<file path="config.mk">
export PLATFORM = sky130hd
export DESIGN_NAME = neuron_layer_driver
export DESIGN_NICKNAME = d
export VERILOG_FILES = /design/src/rtl/neuron_layer_driver.sv
export SDC_FILE = /design/constraint.sdc
export NUM_CORES = 1
export LEC_CHECK = 0
export BUFFER_PORTS_ARGS = -buffer_cell sky130_fd_sc_hd__buf_4
export CAP_MARGIN = 20
export CORE_AREA = 4 4 136 138
export CTS_BUF_LIST = sky130_fd_sc_hd__clkbuf_4
export DETAILED_ROUTE_END_ITERATION = 8
export DIE_AREA = 0 0 140 142
export PLACE_DENSITY = 0.78
export SLEW_MARGIN = 5
export SYNTH_ARGS = -nofsm -noshare
export SYNTH_HDL_FRONTEND = slang
export SYNTH_SLANG_ARGS = --single-unit
</file>
<file path="constraint.sdc">
create_clock -name clk -period 4.8 [get_ports clk]
set_input_delay 0.24 -clock clk [delete_from_list [all_inputs] [get_ports clk]]
set_output_delay 0.24 -clock clk [all_outputs]
set_load 0.02 [all_outputs]
</file>
<file path="src/rtl/neuron_layer_driver.sv">
// neuron_layer_driver: evaluates a whole layer by time-multiplexing a single neuron
// Fetches weight row j, issues input_number/inputs/weights on three independent
// valid/ready channels, collects neuron_sum/overflow into result lane j.
// Ports:
//   clk, rst                      clock, synchronous active-high reset
//   start_*, in_count, out_count,
//   activations, weight_base      layer job request (accepted only in IDLE)
//   weight_rd/addr/data           weight memory, data valid the cycle after weight_rd
//   input_number*, inputs*,
//   weights*                      three independent channels to the neuron
//   neuron_sum*, overflow         neuron response
//   result*, result_overflow      layer result, valid while in DONE
//   overflow_count                only with NEURON_LAYER_DRIVER_OVF_COUNT_EN defined
module neuron_layer_driver #(
  parameter int NEURON_NUM = 5,
  parameter int NEURON_OUTPUT_WIDTH = 10,
  parameter int ACTIVATION_WIDTH = 9,
  parameter int WEIGHT_CELL_WIDTH = 16,
  parameter int LAYER_MAX = 5,
  parameter int ADDR_WIDTH = 8,
  localparam int CW = $clog2(NEURON_NUM) + 1,
  localparam int OW = $clog2(LAYER_MAX) + 1
) (
  input  logic                                    clk,
  input  logic                                    rst,
  input  logic                                    start_valid,
  output logic                                    start_ready,
  input  logic [CW-1:0]                           in_count,
  input  logic [OW-1:0]                           out_count,
  input  logic [NEURON_NUM*ACTIVATION_WIDTH-1:0]  activations,
  input  logic [ADDR_WIDTH-1:0]                   weight_base,
  output logic                                    weight_rd,
  output logic [ADDR_WIDTH-1:0]                   weight_addr,
  input  logic [NEURON_NUM*WEIGHT_CELL_WIDTH-1:0] weight_data,
  output logic [CW-1:0]                           input_number,
  output logic                                    input_number_valid,
  input  logic                                    input_number_ready,
  output logic [NEURON_NUM*ACTIVATION_WIDTH-1:0]  inputs,
  output logic                                    inputs_valid,
  input  logic                                    inputs_ready,
  output logic [NEURON_NUM*WEIGHT_CELL_WIDTH-1:0] weights,
  output logic                                    weights_valid,
  input  logic                                    weights_ready,
  input  logic [NEURON_OUTPUT_WIDTH-1:0]          neuron_sum,
  input  logic                                    overflow,
  input  logic                                    neuron_sum_valid,
  output logic                                    neuron_sum_ready,
  output logic [LAYER_MAX*NEURON_OUTPUT_WIDTH-1:0] result,
  output logic [LAYER_MAX-1:0]                    result_overflow,
`ifdef NEURON_LAYER_DRIVER_OVF_COUNT_EN
  output logic [OW-1:0]                           overflow_count,
`endif
  output logic                                    result_valid,
  input  logic                                    result_ready
);
  typedef enum logic [2:0] {S_IDLE, S_FETCH, S_WAIT, S_ISSUE, S_COLLECT, S_DONE} state_e;
  state_e state_q, state_d;
  logic [CW-1:0] cnt_q, cnt_d;
  logic [OW-1:0] outc_q, outc_d, j_q, j_d;
  logic [NEURON_NUM*ACTIVATION_WIDTH-1:0] act_q, act_d;
  logic [ADDR_WIDTH-1:0] base_q, base_d;
  logic [NEURON_NUM*WEIGHT_CELL_WIDTH-1:0] w_q, w_d;
  // {weights, inputs, input_number} valids
  logic [2:0] v_q, v_d;
  logic [LAYER_MAX-1:0][NEURON_OUTPUT_WIDTH-1:0] res_q, res_d;
  logic [LAYER_MAX-1:0] rovf_q, rovf_d;
  logic start_hs, sum_hs;
  assign start_ready = state_q == S_IDLE;
  assign weight_rd = state_q == S_FETCH;
  assign neuron_sum_ready = state_q == S_COLLECT;
  assign result_valid = state_q == S_DONE;
  assign start_hs = start_ready & start_valid;
  assign sum_hs = neuron_sum_ready & neuron_sum_valid;
  assign weight_addr = base_q + ADDR_WIDTH'(j_q);
  assign input_number = cnt_q;
  assign inputs = act_q;
  assign weights = w_q;
  assign {weights_valid, inputs_valid, input_number_valid} = v_q;
  assign result = res_q;
  assign result_overflow = rovf_q;
  always_comb begin
    state_d = state_q;
    cnt_d = cnt_q;
    outc_d = outc_q;
    j_d = j_q;
    act_d = act_q;
    base_d = base_q;
    w_d = w_q;
    v_d = v_q;
    res_d = res_q;
    rovf_d = rovf_q;
    case (state_q)
      S_IDLE: if (start_valid) begin
        cnt_d = in_count;
        act_d = activations;
        base_d = weight_base;
        outc_d = out_count > OW'(LAYER_MAX) ? OW'(LAYER_MAX) : out_count;
        res_d = '0;
        rovf_d = '0;
        j_d = '0;
        // Degenerate jobs complete without ever touching the neuron
        state_d = (~|in_count || in_count > CW'(NEURON_NUM) || ~|out_count) ? S_DONE : S_FETCH;
      end
      S_FETCH: state_d = S_WAIT;
      S_WAIT: begin
        w_d = weight_data;
        v_d = '1;
        state_d = S_ISSUE;
      end
      S_ISSUE: begin
        // Each channel retires on its own handshake; leave once all three are done
        v_d = v_q & ~{weights_ready, inputs_ready, input_number_ready};
        state_d = ~|v_d ? S_COLLECT : S_ISSUE;
      end
      S_COLLECT: if (neuron_sum_valid) begin
        for (int k = 0; k < LAYER_MAX; k++) begin
          if (j_q == OW'(k)) begin
            res_d[k] = neuron_sum;
            rovf_d[k] = overflow;
          end
        end
        j_d = j_q + 1'b1;
        state_d = j_q == outc_q - 1'b1 ? S_DONE : S_FETCH;
      end
      S_DONE: state_d = result_ready ? S_IDLE : S_DONE;
      default: state_d = S_IDLE;
    endcase
  end
  always_ff @(posedge clk) begin
    if (rst) begin
      state_q <= S_IDLE;
      cnt_q <= '0;
      outc_q <= '0;
      j_q <= '0;
      act_q <= '0;
      base_q <= '0;
      w_q <= '0;
      v_q <= '0;
      res_q <= '0;
      rovf_q <= '0;
    end else begin
      state_q <= state_d;
      cnt_q <= cnt_d;
      outc_q <= outc_d;
      j_q <= j_d;
      act_q <= act_d;
      base_q <= base_d;
      w_q <= w_d;
      v_q <= v_d;
      res_q <= res_d;
      rovf_q <= rovf_d;
    end
  end
`ifdef NEURON_LAYER_DRIVER_OVF_COUNT_EN
  logic [OW-1:0] ovc_q, ovc_d;
  assign ovc_d = start_hs ? '0 : (sum_hs && overflow && ovc_q < OW'(LAYER_MAX)) ? ovc_q + 1'b1 : ovc_q;
  always_ff @(posedge clk) begin
    if (rst) ovc_q <= '0;
    else ovc_q <= ovc_d;
  end
  assign overflow_count = ovc_q;
`endif
endmodule

</file>
==> flow_summary_export.csv <==
group,metric,value,unit
clock_tree,cts.sinks,206,
die,num_rows,48,
layout,layout.nets,1593,
layout,layout-drive-gt1-share,0.316,
routing,drt_pass1_iterations,6,
yosys,synthDominantAreaCellType,"dfxtp_1",
yosys,synth-seq-cells,206,
clock_tree,cts-root-buf,"clkbuf_4",
routing,wire_per_inst,17.6,um
yosys,async_reset_ff_frac,0,
die,core-area,17200,um^2
layout,area_growth,61.7,%
setup_path,crit_arrival,3.36,ns
clock_tree,tritoncts,"yes",
clock_tree,cts-resized-gates,0,
routing,antenna_left,0,
sta,fin_crit,2.81,ns
layout,num-fill-cells,1111,
yosys,synth_top_area_frac,0.527,
layout,layout_commonest_cell,"buf_4",
pwr,power.density,484,nW/um^2
clock_tree,h-tree-depth,2,
placement,portBuffers,358,
clock_tree,cts_setup_buffers,0,
clock_tree,clkLatencyLatePin,0.63,ns
layout,multiInputGateArea,3350,um^2
yosys,synthCells,919,
die,chipHeight,142,um
placement,pre_cts_ws,1.98,ns
yosys,synth.area.top_cells,"dfxtp_1 53%, nand2_1 13%, a21oi_1 9.5%, mux2i_1 7.0%, nor2_1 3.2%",
job,cap_violations,0,
grt,grt_pass1_wl,45.7,mm
yosys,ys.flop_type,"dfxtp_1",
clock_tree,clockBufferDepth,3,
setup_path,crit_type,"flop to flop",
sta,slew_viol_final,0,
yosys,avgSynthCellArea,8.51,um^2
layout,layout_common_cells,"362 x buf_4, 279 x nand2_1, 206 x dfxtp_1, 149 x a21oi_1, 148 x dlygate4sd3_1",
yosys,syn_area,7820,um^2
die,dieWidth,140,um
routing,avgViaCountPerCell,5.13,
layout,regArea,4120,um^2
sta,hold_viol,0,
yosys,synth-edff-count,0,
placement,hpwlAfterDp,17.5,mm
sta,rsz0062_at_grt,"false",
grt,grt_pass1_vias,9098,
routing,routed_wl,29.5,mm
yosys,syn_nets,1089,
sta,period_share,0.585,
pwr,leakagePower,5.57,nW
clock_tree,cts_buffers,52,
die,die_area,19900,um^2
sta,setup_viol,0,
setup_path,required,5.35,ns
status,status,"finished clean",
grt,grt.overflow.total,0,
setup_path,crit_path_end_kind,"flop",
sta,slew_headroom,0.374,
yosys,yosysSeqAreaShare,0.527,
grt,grt_max_degree,119,
placement,place_congestion,0.852,
pwr,ir_worst_vdd,0.315,mV
grt,grtUsageTotal,0.281,
sta,setup_ws,1.99,ns
sta,worst_pin_slew,0.939,ns
worst_hold_path,holdCritPathClass,"input pin to flop",
clock_tree,clk_pin_slew,0.07,ns
sta,finalSetupTns,0,ns
yosys,yosysWarnings,0,
routing,vias,8616,
grt,antenna_found_initial,2,
yosys,ys_types,43,
sta,fmax,356,MHz
die,boundaryPins,359,
routing,remaining_drc_errors,0,
setup_path,cp_max_fo,52,
sta,finalClockSkew,0.0373,ns
routing,drt-initial-drc-count,519,
die,start_util,0.455,
setup_path,start_kind,"flop",
cell usage after synthesis (all sizes together), types with 4 or more instances:
cell / instances
nand3: 4
nor3: 7
buf: 23
clkbuf: 39
nand2: 281
and2: 12
xnor2: 10
a21oi: 152
inv: 13
xor2: 4
mux2i: 55
dfxtp: 206
nor2: 70
ha: 9
o21ai: 6
path summary, 6_finish.rpt:
kind                               endpoint  slack [ns]  cells past startpoint    startpoint
worst max register to register  weights[44]        1.99                      5    state_q[1]
worst max-delay path            weights[44]        1.99                      5    state_q[1]
worst min register to register  weights[58]        0.45                      2   weights[58]
worst min-delay path             state_q[0]        0.09                      4  result_ready
cell families (layout without fill, tap and decap cells):
logic type,Yosys count,after routing,synth area share
compound gates,172,172,0.121
other cells,0,4,0
fa+ha+maj,10,10,0.0170
xor+xnor,14,14,0.0157
simple gates,387,387,0.203
buf+inv,75,605,0.0458
flops,206,206,0.527
mux,55,55,0.0704
timing repair:
item / CTS / global route
endpoints found under the hold margin: 145 / 0
setup endpoints to repair: 0 / 0
hold buffers: 148 / 0
worst max-delay path, stage by stage, from the launching register on:
cell and delay, ns:
dfxtp_1 0.67, nor2b_1 0.45, and2_2 0.85, buf_4 0.46
nand2_1 0.13, a21oi_1 0.18
where the power goes:
part | internal (mW) | total (mW) | switching, mW
Combinational | 0.988 | 2.48 | 1.49
Clock | 0.734 | 1.40 | 0.662
Sequential | 2.01 | 2.25 | 0.237
metal layers:
metal | share of wire | up-vias | wire length (um) | global-route usage
li1 | - | 4022 | - | -
met1 | 0.37 | 4003 | 10800 | 0.307
met2 | 0.50 | 468 | 14600 | 0.493
met3 | 0.080 | 123 | 2350 | 0.0813
met4 | 0.057 | 0 | 1680 | 0.154
met5 | 0 | - | 0 | 0
layout make-up:
class                      count  share of cell area
timing repair buffer         512               0.335
sequential                   206               0.326
multi-input combinational    638               0.265
clock buffer                  79              0.0469
tap                          225              0.0223
inverter                      13             0.00386
antenna                        4            0.000792
clock inverter                 1            0.000396
state kept, by name (all words and copies together) (netlist names):
name / flops
base_q: 8
input_number: 4
weights: 80
v_q: 3
result: 50
inputs: 45
state_q: 3
outc_q: 4
result_overflow: 5
j_q: 4
per-stage QoR:
stage | cells | utilization | power, mW | instance area (um^2) | hold slack, ns
after floorplan | 919 | - | 3.77 | 7820 | 0.376
after global placement | 1445 | 0.613 | 4.53 | 10500 | 0.441
after detailed placement | 1445 | 0.613 | 4.57 | 10500 | 0.447
after CTS | 1673 | 0.734 | 6.07 | 12600 | 0.0301
after global routing | 1676 | 0.736 | 6.45 | 12600 | 0.0688
final | 1678 | 0.736 | 6.12 | 12600 | 0.0870
No activity file was read; power rests on OpenSTA's default activity.
